File: config.mk
export PLATFORM = sky130hd
export DESIGN_NAME = fetch_sequencer
export DESIGN_NICKNAME = d
export VERILOG_FILES = /design/src/rtl/fetch_sequencer.sv
export SDC_FILE = /design/constraint.sdc
export NUM_CORES = 1
export LEC_CHECK = 0
export CAP_MARGIN = 15
export CORE_UTILIZATION = 43
export DETAILED_ROUTE_END_ITERATION = 10
export GPL_ROUTABILITY_DRIVEN = 0
export GPL_TIMING_DRIVEN = 0
export PLACE_DENSITY = 0.73
export SETUP_SLACK_MARGIN = 0.05
export SLEW_MARGIN = 20
export SYNTH_ARGS = -nofsm -noshare
export SYNTH_HDL_FRONTEND = slang
export SYNTH_SLANG_ARGS = --single-unit
export TNS_END_PERCENT = 20
File: constraint.sdc
create_clock -name clk -period 2.84 [get_ports clk]
set_input_delay 0.426 -clock clk [delete_from_list [all_inputs] [get_ports clk]]
set_output_delay 0.426 -clock clk [all_outputs]
set_load 0.03 [all_outputs]
File: src/rtl/fetch_sequencer.sv
// rtl/fetch_sequencer.sv - PC owner and instruction fetch sequencer with a 2-entry decode buffer
module fetch_sequencer #(
   parameter int                    DATA_WIDTH = 32,
   parameter logic [DATA_WIDTH-1:0] RESET_PC   = '0
) (
   input  logic                  clk,
   input  logic                  rst,
   input  logic                  redirect_valid,
   input  logic [DATA_WIDTH-1:0] redirect_target,
   input  logic                  halt,
   output logic                  imem_req,
   output logic [DATA_WIDTH-1:0] imem_addr,
   input  logic                  imem_gnt,
   input  logic                  imem_rvalid,
   input  logic [DATA_WIDTH-1:0] imem_rdata,
   output logic                  instr_valid,
   output logic [DATA_WIDTH-1:0] instr,
   output logic [DATA_WIDTH-1:0] instr_pc,
   input  logic                  instr_ready
);

   localparam logic [1:0] S_IDLE = 2'd0;
   localparam logic [1:0] S_REQ  = 2'd1;
   localparam logic [1:0] S_WAIT = 2'd2;
   localparam logic [1:0] S_KILL = 2'd3;

   localparam logic [DATA_WIDTH-1:0] PC_STEP    = DATA_WIDTH'(4);
   localparam logic [DATA_WIDTH-1:0] ALIGN_MASK = ~DATA_WIDTH'(3);

   logic [1:0]            state;
   logic [1:0]            state_next;
   logic [DATA_WIDTH-1:0] pc;
   logic [DATA_WIDTH-1:0] req_pc;
   logic [DATA_WIDTH-1:0] slot0_instr;
   logic [DATA_WIDTH-1:0] slot0_pc;
   logic [DATA_WIDTH-1:0] slot1_instr;
   logic [DATA_WIDTH-1:0] slot1_pc;
   logic [1:0]            buf_count;
   logic [1:0]            count_next;
   logic [1:0]            wr_idx;
   logic                  push;
   logic                  pop;
   logic                  issue_ok;
   logic                  issue_after;
   logic                  gnt_taken;
   logic [DATA_WIDTH-1:0] target_aligned;

   assign target_aligned = redirect_target & ALIGN_MASK;
   assign pop            = instr_valid && instr_ready;
   // A response arriving together with a redirect belongs to the wrong path.
   assign push           = (state == S_WAIT) && imem_rvalid && !redirect_valid;
   assign count_next     = redirect_valid ? 2'd0 : (buf_count + {1'b0, push} - {1'b0, pop});
   assign wr_idx         = buf_count - {1'b0, pop};
   assign issue_ok       = !halt && (buf_count < 2'd2);
   assign issue_after    = !halt && (count_next < 2'd2);
   assign gnt_taken      = (state == S_REQ) && imem_gnt;

   assign imem_req    = (state == S_REQ);
   assign imem_addr   = pc;
   assign instr_valid = (buf_count != 2'd0);
   assign instr       = slot0_instr;
   assign instr_pc    = slot0_pc;

   always_comb begin
      state_next = state;
      if (redirect_valid) begin
         case (state)
            S_IDLE:  state_next = halt ? S_IDLE : S_REQ;
            S_REQ:   state_next = imem_gnt ? S_KILL : S_REQ;
            default: state_next = imem_rvalid ? (halt ? S_IDLE : S_REQ) : S_KILL;
         endcase
      end else begin
         case (state)
            S_IDLE:  if (issue_ok) state_next = S_REQ;
            S_REQ:   if (imem_gnt) state_next = S_WAIT;
            S_WAIT:  if (imem_rvalid) state_next = issue_after ? S_REQ : S_IDLE;
            default: if (imem_rvalid) state_next = halt ? S_IDLE : S_REQ;
         endcase
      end
   end

   always_ff @(posedge clk or negedge rst) begin
      if (!rst) begin
         state  <= S_IDLE;
         pc     <= RESET_PC;
         req_pc <= '0;
      end else begin
         state <= state_next;
         if (redirect_valid) begin
            pc <= target_aligned;
         end else if (gnt_taken) begin
            req_pc <= pc;
            pc     <= pc + PC_STEP;
         end
      end
   end

   // Slot 0 is always the head; a pop shifts slot 1 down before the push lands.
   always_ff @(posedge clk or negedge rst) begin
      if (!rst) begin
         buf_count   <= 2'd0;
         slot0_instr <= '0;
         slot0_pc    <= '0;
         slot1_instr <= '0;
         slot1_pc    <= '0;
      end else begin
         buf_count <= count_next;
         if (!redirect_valid) begin
            if (pop) begin
               slot0_instr <= slot1_instr;
               slot0_pc    <= slot1_pc;
            end
            if (push) begin
               if (wr_idx == 2'd0) begin
                  slot0_instr <= imem_rdata;
                  slot0_pc    <= req_pc;
               end else begin
                  slot1_instr <= imem_rdata;
                  slot1_pc    <= req_pc;
               end
            end
         end
      end
   end

   always_ff @(posedge clk) begin
      if (rst) begin
         assert (!(push && !pop && (buf_count == 2'd2)));
      end
   end

endmodule

==> insert_results.sql, run 1 <==
INSERT INTO impl_metrics (metric_group, metric, value, unit) VALUES
('logic_synthesis', 'synthCells', '692', ''),
('outcome', 'run_status', 'complete, no violations', ''),
('floorplanning', 'floorplan.rows', '50', ''),
('routing', 'drt_iter0_markers', '270', ''),
('cells_and_area', 'drive_gt1_share', '18.6', '%'),
('flow_run', 'maxCapViolations', '0', ''),
('clock_tree', 'insertion_delay_of_the_later_clocked_pin_in_the_worst_skew_pair', '0.43', 'ns'),
('sta', 'worst_clock_skew', '0.00914', 'ns'),
('sta', 'relSlewSlack', '43.4', '%'),
('logic_synthesis', 'yosys_warnings', '0', ''),
('logic_synthesis', 'synthesis.area', '8270', 'um^2'),
('cells_and_area', 'mostFrequentLayoutCells', 'dfrtp_1 (190), clkdlybuf4s50_1 (162), mux2_2 (96)', ''),
('worst_hold_path', 'hold_path.class', 'primary input to async pin', ''),
('setup_path', 'r2r-start', 'state[0]', ''),
('logic_synthesis', 'ys_seq_elements', '190', ''),
('setup_path', 'critPathRequiredTime', '3.15', 'ns'),
('clock_tree', 'post-cts-setup-buffer-count', '0', ''),
('cells_and_area', 'number_of_antenna_diodes', '0', ''),
('placement', 'instance_area_after_placement', '10300', 'um^2'),
('global_route', 'overflow', '0', ''),
('sta', 'rsz0062_at_grt', 'no', ''),
('routing', 'drtPass1Iterations', '4', ''),
('cells_and_area', 'finish.net_count', '951', ''),
('floorplanning', 'core_region_area', '18800', 'um^2'),
('floorplanning', 'horizontal_die_dimension', '141', 'um'),
('clock_tree', 'cts-root-to-sink-buffers', '2', ''),
('floorplanning', 'boundaryPins', '169', ''),
('power_and_ir_drop', 'power.static_leakage', '4.65', 'nW'),
('routing', 'post_drt_wl_per_cell', '17.2', 'um'),
('routing', 'drt.antenna.violating_nets', '0', ''),
('setup_path', 'crit_fanout', '10', ''),
('floorplanning', 'floorplan.initialDensity', '44.0', '%'),
('routing', 'routed_via_density', '5.17', ''),
('setup_path', 'startpoint_type', 'flip-flop', ''),
('power_and_ir_drop', 'irDropWorstVdd', '0.000533', 'V'),
('power_and_ir_drop', 'powerDensity', '935', 'nW/um^2'),
('logic_synthesis', 'synth_enable_flop_cells', '0', ''),
('global_route', 'grt_util_all_layers', '20.4', '%'),
('setup_path', 'critPathCaptureType', 'flip-flop', ''),
('placement', 'number_of_port_buffers', '163', ''),
('sta', 'hold_violations', '0', ''),
('sta', 'final-setup-viol-count', '0', ''),
('floorplanning', 'design.die.area', '19800', 'um^2'),
('sta', 'final_report_max_slew_violation_count', '0', ''),
('global_route', 'grt_first_pass_wirelength', '31.3', 'mm'),
('placement', 'detailed_place_hpwl', '13.5', 'mm'),
('sta', 'final.min_clock_period', '2.37', 'ns'),
('global_route', 'initial_antenna_violation_count', '0', ''),
('clock_tree', 'cts_buf_count', '17', ''),
('clock_tree', 'cts_tree', 'done', ''),
('routing', 'route.final.wire_length', '19.4', 'mm'),
('clock_tree', 'cts-htree-levels', '4', ''),
('routing', 'vias', '5815', ''),
('sta', 'timing.fmax', '422', 'MHz'),
('setup_path', 'rrSetupSlack', '0.47', 'ns'),
('logic_synthesis', 'synthDistinctLibCells', '39', ''),
('clock_tree', 'clk_root_buf', 'clkbuf_16', ''),
('sta', 'min_period_over_period', '83.5', '%'),
('logic_synthesis', 'async_flop_share', '100', '%'),
('floorplanning', 'die_height', '141', 'um'),
('logic_synthesis', 'post_synthesis_sequential_area_ratio', '57.5', '%'),
('setup_path', 'timing.setup.critical_path_class', 'flip-flop to flip-flop', ''),
('clock_tree', 'cts.sinks', '190', ''),
('setup_path', 'reg2reg_depth', '7', ''),
('cells_and_area', 'syn2layout_area_growth', '31.1', '%'),
('cells_and_area', 'fin_area', '10800', 'um^2'),
('logic_synthesis', 'ys.flop_type', 'dfrtp_1', ''),
('clock_tree', 'clkTransAtPathRegs', '0.07', 'ns'),
('logic_synthesis', 'syn-mean-instance-area', '11.9', 'um^2'),
('power_and_ir_drop', 'power.total', '10.1', 'mW'),
('sta', 'max_slew.worst_pin.slew', '0.841', 'ns'),
('setup_path', 'timing.critical_path.arrival', '2.68', 'ns'),
('global_route', 'grt_start_max_net_pins', '85', ''),
('global_route', 'vias_in_the_first_global_route', '5953', ''),
('setup_path', 'critical_path.reg2reg.endpoint', 'instr[23]', ''),
('cells_and_area', 'final_common_cell', 'dfrtp_1', ''),
('routing', 'drc', '0', '');
## sequential cells by signal, summed over array words and instances (netlist names)
signal	flops
state	2
slot1_pc	30
imem_addr	30
instr	32
slot1_instr	32
buf_count	2
req_pc	30
instr_pc	32
## worst max path at each step
stage	from	to	slack, ns	depth (start not counted)
finish	state[0]	instr[23]	0.47	7
floorplan	imem_addr[9]	imem_addr[31]	0.84	5
global route	state[0]	instr[23]	0.35	7
detailed placement	imem_rvalid	instr[23]	0.05	8
global placement	rst	instr_pc[13]	-6.66	1
CTS	state[0]	instr[23]	0.46	7
## power by group
group	switching (mW)	internal, mW	total [mW]
clock	1.14	1.17	2.31
sequential	0.567	3.58	4.15
combinational	1.99	1.68	3.68
total	3.70	6.43	10.1
## per-layer routing
| metal | vias up | part of all wire [%] | track usage [%] |
|---|---|---|---|
| met1 | 2850 | 46 | 27.0 |
| met3 | 13 | 6.5 | 6.25 |
| met2 | 180 | 46 | 32.5 |
| met4 | 0 | 1.1 | 5.49 |
| met5 | - | 0 | 0 |
| li1 | 2772 | - | - |
## what timing repair did
| action | CTS | global route |
|---|---|---|
| gates resized for setup | 0 | 0 |
| endpoints found under the setup margin | 0 | 0 |
| hold endpoints to repair | 28 | 0 |
| hold buffers | 1 | 0 |
## cell families after synthesis
kind of cell | after synthesis | synth area share, %
and+or+nand+nor | 170 | 9.55
buffers and inverters | 46 | 2.75
adders and majority gates | 2 | 0.303
DFF | 190 | 57.5
xor gates and xnor gates | 27 | 2.86
AOI/OAI and AO/OA | 96 | 6.13
muxes | 160 | 20.8
other | 1 | 0.0454
## cell usage after synthesis, types with 2 or more instances
master / n / area, um^2
dfrtp_1: 190 / 4750
mux2_2: 96 / 1080
nor2_1: 68 / 255
mux2i_1: 64 / 641
a21oi_1: 63 / 315
nand2_1: 41 / 154
o21ai_0: 26 / 130
buf_2: 22 / 110
xor2_1: 18 / 158
nand4_1: 14 / 87.6
clkbuf_1: 11 / 41.3
nand3_1: 10 / 50.1
xnor2_1: 9 / 78.8
nor2b_1: 8 / 50.1
buf_4: 7 / 52.6
nor3_1: 5 / 25.0
and3_1: 4 / 25.0
inv_1: 4 / 15.0
nor4_1: 4 / 25.0
nand2b_1: 3 / 18.8
o31a_1: 3 / 26.3
or3_1: 3 / 18.8
and2_1: 2 / 12.5
ha_1: 2 / 25.0
## layout make-up
cell class | instances | area, um^2
buffer | 42 | 213
clock inverter | 15 | 148
sequential | 190 | 4750
inverter | 4 | 15.0
timing repair buffer | 166 | 1700
tap | 234 | 293
fill | 1571 | 7930
clock buffer | 17 | 425
multi-input combinational | 457 | 3290
## stage by stage
step / hold WS (ns) / worst slack [ns] / utilization (%) / std cells / setup TNS, ns
4_1_cts: 0.434 / 0.463 / 57.7 / 1125 / 0
2_1_floorplan: 0.130 / 0.845 / - / 693 / 0
5_1_grt: 0.456 / 0.353 / 57.7 / 1125 / 0
3_3_place_gp: 0.485 / -6.66 / 54.3 / 1090 / -1261.25
6_report: 0.451 / 0.468 / 57.7 / 1125 / 0
3_5_place_dp: 0.304 / 0.0548 / 54.6 / 1092 / 0
## critical path, stage by stage, from the launching register on
cell       delay (ns)
dfrtp_1          0.46
nand4bb_1        0.22
clkbuf_1         0.16
or2_1            0.26
a21oi_2          0.52
buf_4            0.32
buf_4            0.22
a21oi_1          0.09
Power figures use the tool's default switching activity.
==> run 2, diff against run 1 <==
Settings changed: PLACE_DENSITY 0.73 to 0.75.
Clock period 2.84 ns to 2.1 ns, I/O delays scaled along.
==> run 2 against run 1 <==
Final cell count increased by 0.80%. Combinational power increased by 37%. Critical path depth decreased by 2. Via count increased by 1.3%. Setup slack got worse by 0.35 ns. Sequential cell count unchanged. Clock skew increased by 0.0067 ns. Sequential share of layout area decreased by 0.61 points. Critical endpoint is now imem_addr[30]. Highest routed layer unchanged.
==> insert_results.sql, run 2 (same netlist as run 1, synthesis figures left out) <==
INSERT INTO impl_metrics (metric_group, metric, value, unit) VALUES
('setup_path', 'path_delay_family', 'simple AND/OR/NAND/NOR gates', ''),
('global_route', 'grt_first_pass_wirelength', '31.0', 'mm'),
('power_and_ir_drop', 'power.static_leakage', '4.77', 'nW'),
('floorplanning', 'design.die.area', '19800', 'um^2'),
('setup_path', 'startpoint_type', 'flip-flop', ''),
('setup_path', 'critPathRequiredTime', '2.42', 'ns'),
('routing', 'vias', '5893', ''),
('cells_and_area', 'finish.net_count', '960', ''),
('sta', 'worst_clock_skew', '0.0158', 'ns'),
('floorplanning', 'horizontal_die_dimension', '141', 'um'),
('cells_and_area', 'post_layout_nonfiller_instances', '1134', ''),
('power_and_ir_drop', 'power.share.sequential', '40.5', '%'),
('cells_and_area', 'drive_gt1_share', '20.8', '%'),
('sta', 'hold_violations', '0', ''),
('power_and_ir_drop', 'switchingPower', '5.07', 'mW'),
('sta', 'final-setup-viol-count', '0', ''),
('worst_hold_path', 'holdCritStartpoint', 'redirect_valid', ''),
('worst_hold_path', 'min_path_cells', '4', ''),
('sta', 'timing.fmax', '506', 'MHz'),
('sta', 'relSlewSlack', '65.3', '%'),
('cells_and_area', 'final_common_cell', 'dfrtp_1', ''),
('routing', 'drc', '0', ''),
('setup_path', 'timing.setup.critical_path_class', 'flip-flop to flip-flop', ''),
('flow_run', 'maxCapViolations', '0', ''),
('outcome', 'run_status', 'complete, no violations', ''),
('clock_tree', 'clkTransAtPathRegs', '0.08', 'ns'),
('setup_path', 'cpMaxStageDelayCell', 'dfrtp_1', ''),
('clock_tree', 'clk_root_buf', 'clkbuf_16', ''),
('sta', 'final_report_max_slew_violation_count', '0', ''),
('setup_path', 'crit_fanout', '6', ''),
('setup_path', 'critPathCaptureType', 'flip-flop', ''),
('clock_tree', 'cts-root-to-sink-buffers', '2', ''),
('setup_path', 'r2r-start', 'imem_addr[13]', ''),
('routing', 'routed_via_density', '5.20', ''),
('routing', 'drt.antenna.violating_nets', '0', ''),
('global_route', 'overflow', '0', ''),
('power_and_ir_drop', 'swShare', '36.7', '%'),
('sta', 'min_period_over_period', '94.1', '%'),
('clock_tree', 'cts.sinks', '190', ''),
('floorplanning', 'floorplan.initialDensity', '44.0', '%'),
('routing', 'drtPass1Iterations', '4', ''),
('sta', 'max_slew.worst_pin.slew', '0.520', 'ns'),
('power_and_ir_drop', 'irDropWorstVdd', '0.000759', 'V'),
('worst_hold_path', 'endpoint_with_the_worst_hold_slack', 'imem_addr[28]', ''),
('placement', 'placed_cells_incl_taps', '1092', ''),
('cells_and_area', 'number_of_antenna_diodes', '0', ''),
('routing', 'route.final.wire_length', '19.5', 'mm'),
('placement', 'detailed_place_hpwl', '13.6', 'mm'),
('clock_tree', 'insertion_delay_of_the_later_clocked_pin_in_the_worst_skew_pair', '0.44', 'ns'),
('cells_and_area', 'mostFrequentLayoutCells', 'dfrtp_1 (187), clkdlybuf4s50_1 (159), mux2_2 (96)', ''),
('power_and_ir_drop', 'power_frac_clock', '23.0', '%'),
('worst_hold_path', 'hold_path.class', 'primary input to flip-flop', ''),
('floorplanning', 'die_height', '141', 'um'),
('sta', 'finalHoldWorstSlack', '0.341', 'ns'),
('setup_path', 'cpPeakStageDelay', '0.48', 'ns'),
('routing', 'drt_iter0_markers', '278', ''),
('setup_path', 'rrSetupSlack', '0.12', 'ns'),
('power_and_ir_drop', 'combinational_fraction_of_design_power', '36.4', '%'),
('cells_and_area', 'syn2layout_area_growth', '33.1', '%'),
('setup_path', 'crit_path_cell_trace', 'nand4_1 > nor4_2 > nand4_1 > o21a_1 > o31a_1', ''),
('sta', 'rsz0062_at_grt', 'yes', ''),
('clock_tree', 'cts-htree-levels', '4', ''),
('clock_tree', 'cts_tree', 'done', ''),
('floorplanning', 'floorplan.rows', '50', ''),
('global_route', 'grt_util_all_layers', '20.3', '%'),
('sta', 'final.min_clock_period', '1.98', 'ns'),
('power_and_ir_drop', 'power.total', '13.8', 'mW'),
('clock_tree', 'cts_buf_count', '17', ''),
('routing', 'post_drt_wl_per_cell', '17.2', 'um'),
('setup_path', 'reg2reg_depth', '5', ''),
('setup_path', 'worst-path-buf-inv', '0', ''),
('setup_path', 'cpMostUsedCell', 'nand4_1', ''),
('global_route', 'vias_in_the_first_global_route', '5817', ''),
('global_route', 'initial_antenna_violation_count', '0', ''),
('global_route', 'grt_start_max_net_pins', '76', ''),
('floorplanning', 'boundaryPins', '169', ''),
('setup_path', 'timing.critical_path.arrival', '2.29', 'ns'),
('sta', 'setup_total_negative_slack', '0', 'ns'),
('power_and_ir_drop', 'cell_internal_pwr', '8.76', 'mW'),
('power_and_ir_drop', 'powerDensity', '1260', 'nW/um^2'),
('setup_path', 'critical_path.reg2reg.endpoint', 'imem_addr[30]', ''),
('placement', 'number_of_port_buffers', '163', ''),
('floorplanning', 'core_region_area', '18800', 'um^2');
run 2: changes by cell type in the layout (fill, tap and decap cells not counted), sizes merged:
cell	delta
clkdlybuf4s50	-3
clkinv	+1
clkinvlp	-3
buf	+9
dlygate4sd2	+2
inv	+2
dlymetal6s2s	+1
run 2: final cells by class:
| class | count | area [um^2] |
|---|---|---|
| Fill cell | 1570 | 7770 |
| Sequential cell | 190 | 4760 |
| Multi-Input combinational cell | 457 | 3340 |
| Timing Repair Buffer | 176 | 1780 |
| Clock buffer | 17 | 425 |
| Tap cell | 234 | 293 |
| Buffer | 41 | 233 |
| Clock inverter | 15 | 163 |
| Inverter | 4 | 15.0 |
run 2: worst max-delay path by stage:
stage                        startpoint             to  slack [ns]  cells after the start
final                     imem_addr[13]  imem_addr[30]        0.12                      5
after global routing      imem_addr[13]  imem_addr[30]        0.03                      5
after CTS                      state[1]  imem_addr[16]       -0.11                      5
after detailed placement    imem_rvalid    instr_pc[8]       -0.54                      8
after global placement              rst   instr_pc[13]       -7.26                      1
after floorplan            imem_addr[9]  imem_addr[31]        0.10                      5
run 2: tightest hold or removal path, cell delays in order:
cell and delay [ns]:
buf_2 0.22, nor2b_1 0.07, o21ai_0 0.06, nand3_1 0.06
run 2: metal layers:
metal | track usage [%] | wire length [um] | up-vias
met5 | 0 | 0 | -
met4 | 4.92 | 208 | 0
met3 | 5.50 | 1200 | 15
met2 | 31.8 | 8990 | 159
met1 | 28.0 | 9110 | 2914
li1 | - | - | 2805
run 2: per-stage QoR:
| step | util [%] | instance area, um^2 | worst slack [ns] |
|---|---|---|---|
| 6_report | 58.6 | 11000 | 0.123 |
| 5_1_grt | 58.6 | 11000 | 0.0251 |
| 4_1_cts | 58.2 | 10900 | -0.110 |
| 3_5_place_dp | 54.6 | 10300 | -0.542 |
| 3_3_place_gp | 54.3 | 10200 | -7.26 |
| 2_1_floorplan | - | 8270 | 0.105 |
run 2: repair_timing:
action,4_1_cts,5_1_grt
endpoints found under the hold margin,47,0
hold buffers,1,0
buffers inserted,3,7
resized for setup,15,13
pin swaps,1,5
endpoints found under the setup margin,170,132
run 2: power by group through the flow:
| stage | Combinational, mW | Clock [mW] | Sequential [mW] |
|---|---|---|---|
| after floorplan | 1.71 | 0 | 6.83 |
| after global placement | 4.90 | 0 | 5.65 |
| after detailed placement | 5.00 | 0 | 5.69 |
| after CTS | 5.05 | 3.26 | 5.62 |
| after global routing | 5.41 | 3.40 | 5.76 |
| final | 5.04 | 3.19 | 5.60 |
==> run 3, diff against run 2 <==
Clock period 2.1 ns to 1.8 ns, I/O delays scaled along.
==> run 3 against run 2 <==
The run now ends with setup timing left. Setup slack got worse by 0.18 ns. Via count rose by 5.3%. Sequential share of layout area fell by 4.6 points. Hold slack got worse by 0.013 ns. Fmax rose by 6.6%. Count of clock-buffer cells in the layout rose by 1. Clock skew fell by 0.0060 ns. Critical endpoint is now instr[1]. Largest cell class unchanged.
==> insert_results.sql, run 3 (same netlist as run 1, synthesis figures left out) <==
INSERT INTO impl_metrics (metric_group, metric, value, unit) VALUES
('outcome', 'run_status', 'finished with violations', ''),
('outcome', 'violations', 'setup timing', ''),
('clock_tree', 'cts.sinks', '190', ''),
('floorplanning', 'floorplan.initialDensity', '44.0', '%'),
('global_route', 'initial_antenna_violation_count', '0', ''),
('setup_path', 'critPathCaptureType', 'flip-flop', ''),
('worst_hold_path', 'hold_path.class', 'primary input to async pin', ''),
('clock_tree', 'cts-root-to-sink-buffers', '2', ''),
('routing', 'post_drt_wl_per_cell', '18.1', 'um'),
('setup_path', 'crit_fanout', '8', ''),
('setup_path', 'timing.critical_path.arrival', '2.21', 'ns'),
('sta', 'final-setup-viol-count', '29', ''),
('placement', 'instance_area_after_placement', '10300', 'um^2'),
('power_and_ir_drop', 'power.static_leakage', '5.74', 'nW'),
('flow_run', 'maxCapViolations', '0', ''),
('setup_path', 'critPathRequiredTime', '2.16', 'ns'),
('cells_and_area', 'final_common_cell', 'dfrtp_1', ''),
('routing', 'route.final.wire_length', '21.3', 'mm'),
('sta', 'final.min_clock_period', '1.85', 'ns'),
('sta', 'min_period_over_period', '103', '%'),
('sta', 'hold_violations', '0', ''),
('sta', 'finalHoldWorstSlack', '0.327', 'ns'),
('routing', 'drtPass1Iterations', '4', ''),
('floorplanning', 'floorplan.rows', '50', ''),
('global_route', 'grt_start_max_net_pins', '85', ''),
('clock_tree', 'cts-htree-levels', '4', ''),
('floorplanning', 'boundaryPins', '169', ''),
('global_route', 'vias_in_the_first_global_route', '6040', ''),
('routing', 'drt.antenna.violating_nets', '0', ''),
('routing', 'drc', '0', ''),
('routing', 'routed_via_density', '5.27', ''),
('power_and_ir_drop', 'power.total', '17.7', 'mW'),
('cells_and_area', 'finish.net_count', '1003', ''),
('clock_tree', 'clk_root_buf', 'clkbuf_16', ''),
('floorplanning', 'core_region_area', '18800', 'um^2'),
('cells_and_area', 'post_layout_nonfiller_instances', '1177', ''),
('floorplanning', 'horizontal_die_dimension', '141', 'um'),
('placement', 'placed_cells_incl_taps', '1092', ''),
('setup_path', 'rrSetupSlack', '-0.05', 'ns'),
('sta', 'relSlewSlack', '59.2', '%'),
('placement', 'number_of_port_buffers', '163', ''),
('setup_path', 'reg2reg_depth', '9', ''),
('cells_and_area', 'fin_area', '12400', 'um^2'),
('sta', 'setup_slack', '-0.0538', 'ns'),
('global_route', 'grt_first_pass_wirelength', '32.2', 'mm'),
('global_route', 'grt_util_all_layers', '21.1', '%'),
('routing', 'drt_iter0_markers', '261', ''),
('placement', 'detailed_place_hpwl', '13.5', 'mm'),
('setup_path', 'critical_path.reg2reg.endpoint', 'instr[1]', ''),
('sta', 'worst_clock_skew', '0.00976', 'ns'),
('setup_path', 'r2r-start', 'state[0]', ''),
('power_and_ir_drop', 'irDropWorstVdd', '0.000687', 'V'),
('cells_and_area', 'mostFrequentLayoutCells', 'dfrtp_1 (168), mux2_2 (96), clkdlybuf4s50_1 (71)', ''),
('clock_tree', 'cts_buf_count', '17', ''),
('clock_tree', 'insertion_delay_of_the_later_clocked_pin_in_the_worst_skew_pair', '0.43', 'ns'),
('sta', 'rsz0062_at_grt', 'yes', ''),
('floorplanning', 'die_height', '141', 'um'),
('routing', 'vias', '6205', ''),
('clock_tree', 'clkTransAtPathRegs', '0.07', 'ns'),
('sta', 'max_slew.worst_pin.slew', '0.612', 'ns'),
('power_and_ir_drop', 'powerDensity', '1430', 'nW/um^2'),
('cells_and_area', 'syn2layout_area_growth', '49.8', '%'),
('clock_tree', 'cts_tree', 'done', ''),
('cells_and_area', 'number_of_antenna_diodes', '0', ''),
('sta', 'timing.fmax', '539', 'MHz'),
('setup_path', 'startpoint_type', 'flip-flop', ''),
('cells_and_area', 'drive_gt1_share', '36.8', '%'),
('floorplanning', 'design.die.area', '19800', 'um^2'),
('sta', 'final_report_max_slew_violation_count', '0', ''),
('setup_path', 'timing.setup.critical_path_class', 'flip-flop to flip-flop', ''),
('global_route', 'overflow', '0', '');
[run 3: cell count changes in the layout (fill, tap and decap cells not counted), moves of 20 or more]
| cell | previous run | this run |
|---|---|---|
| dlymetal6s2s_1 | 1 | 40 |
| buf_4 | 21 | 51 |
| a21oi_2 | 0 | 46 |
| clkdlybuf4s50_1 | 159 | 71 |
| a21oi_1 | 63 | 17 |
| mux2i_1 | 64 | 44 |
| dlygate4sd2_1 | 2 | 49 |
[run 3: critical path, cell delays in order (launching register included)]
cell       delay [ns]
dfrtp_2          0.42
nand4bb_1        0.20
buf_6            0.15
or2_4            0.24
a21oi_4          0.15
buf_12           0.17
buf_12           0.15
clkbuf_16        0.16
nor2_1           0.04
a21oi_1          0.11
[run 3: metal layers]
metal	vias to the layer above	wire length, um	track usage (%)
li1	2886	-	-
met1	3126	9620	29.0
met5	-	0	0
met4	0	248	6.35
met2	169	10500	33.6
met3	24	980	4.45
[run 3: worst max-delay path by stage]
stage | startpoint | endpoint | slack (ns) | cells after the start
2_1_floorplan | imem_addr[9] | imem_addr[31] | -0.03 | 5
3_3_place_gp | rst | imem_addr[19] | -8.24 | 1
3_5_place_dp | imem_rvalid | slot1_instr[11] | -0.85 | 7
4_1_cts | state[1] | imem_addr[18] | -0.15 | 5
5_1_grt | state[1] | imem_addr[25] | -0.16 | 7
6_report | state[0] | instr[1] | -0.05 | 9
[run 3: power breakdown]
group / internal (mW) / switching [mW]
registers: 5.67 / 1.01
logic: 3.12 / 3.61
clock network: 2.54 / 1.70
total: 11.3 / 6.33
[run 3: through the flow]
stage | util (%) | setup slack (ns) | TNS (ns)
finish | 66.0 | -0.0538 | -0.813
detailed placement | 55.0 | -0.846 | -118.36
CTS | 59.5 | -0.146 | -8.11
global route | 66.0 | -0.163 | -6.23
global placement | 54.7 | -8.24 | -1550.80
floorplan | - | -0.0250 | -0.0507
[run 3: cell type report]
cell class / instances / area (um^2)
buffer: 40 / 469
clock buffer: 18 / 439
clock inverter: 14 / 230
fill: 1381 / 6390
inverter: 4 / 15.0
multi-input combinational: 457 / 3820
sequential: 190 / 4780
tap: 234 / 293
timing repair buffer: 220 / 2330
[run 3: timing repair]
item,in CTS,in global routing
endpoints found under the hold margin,43,0
gates resized for setup,112,197
pin swaps,7,16
hold buffers,1,0
cloned,0,8
setup endpoints to repair,231,217
buffers inserted,5,41
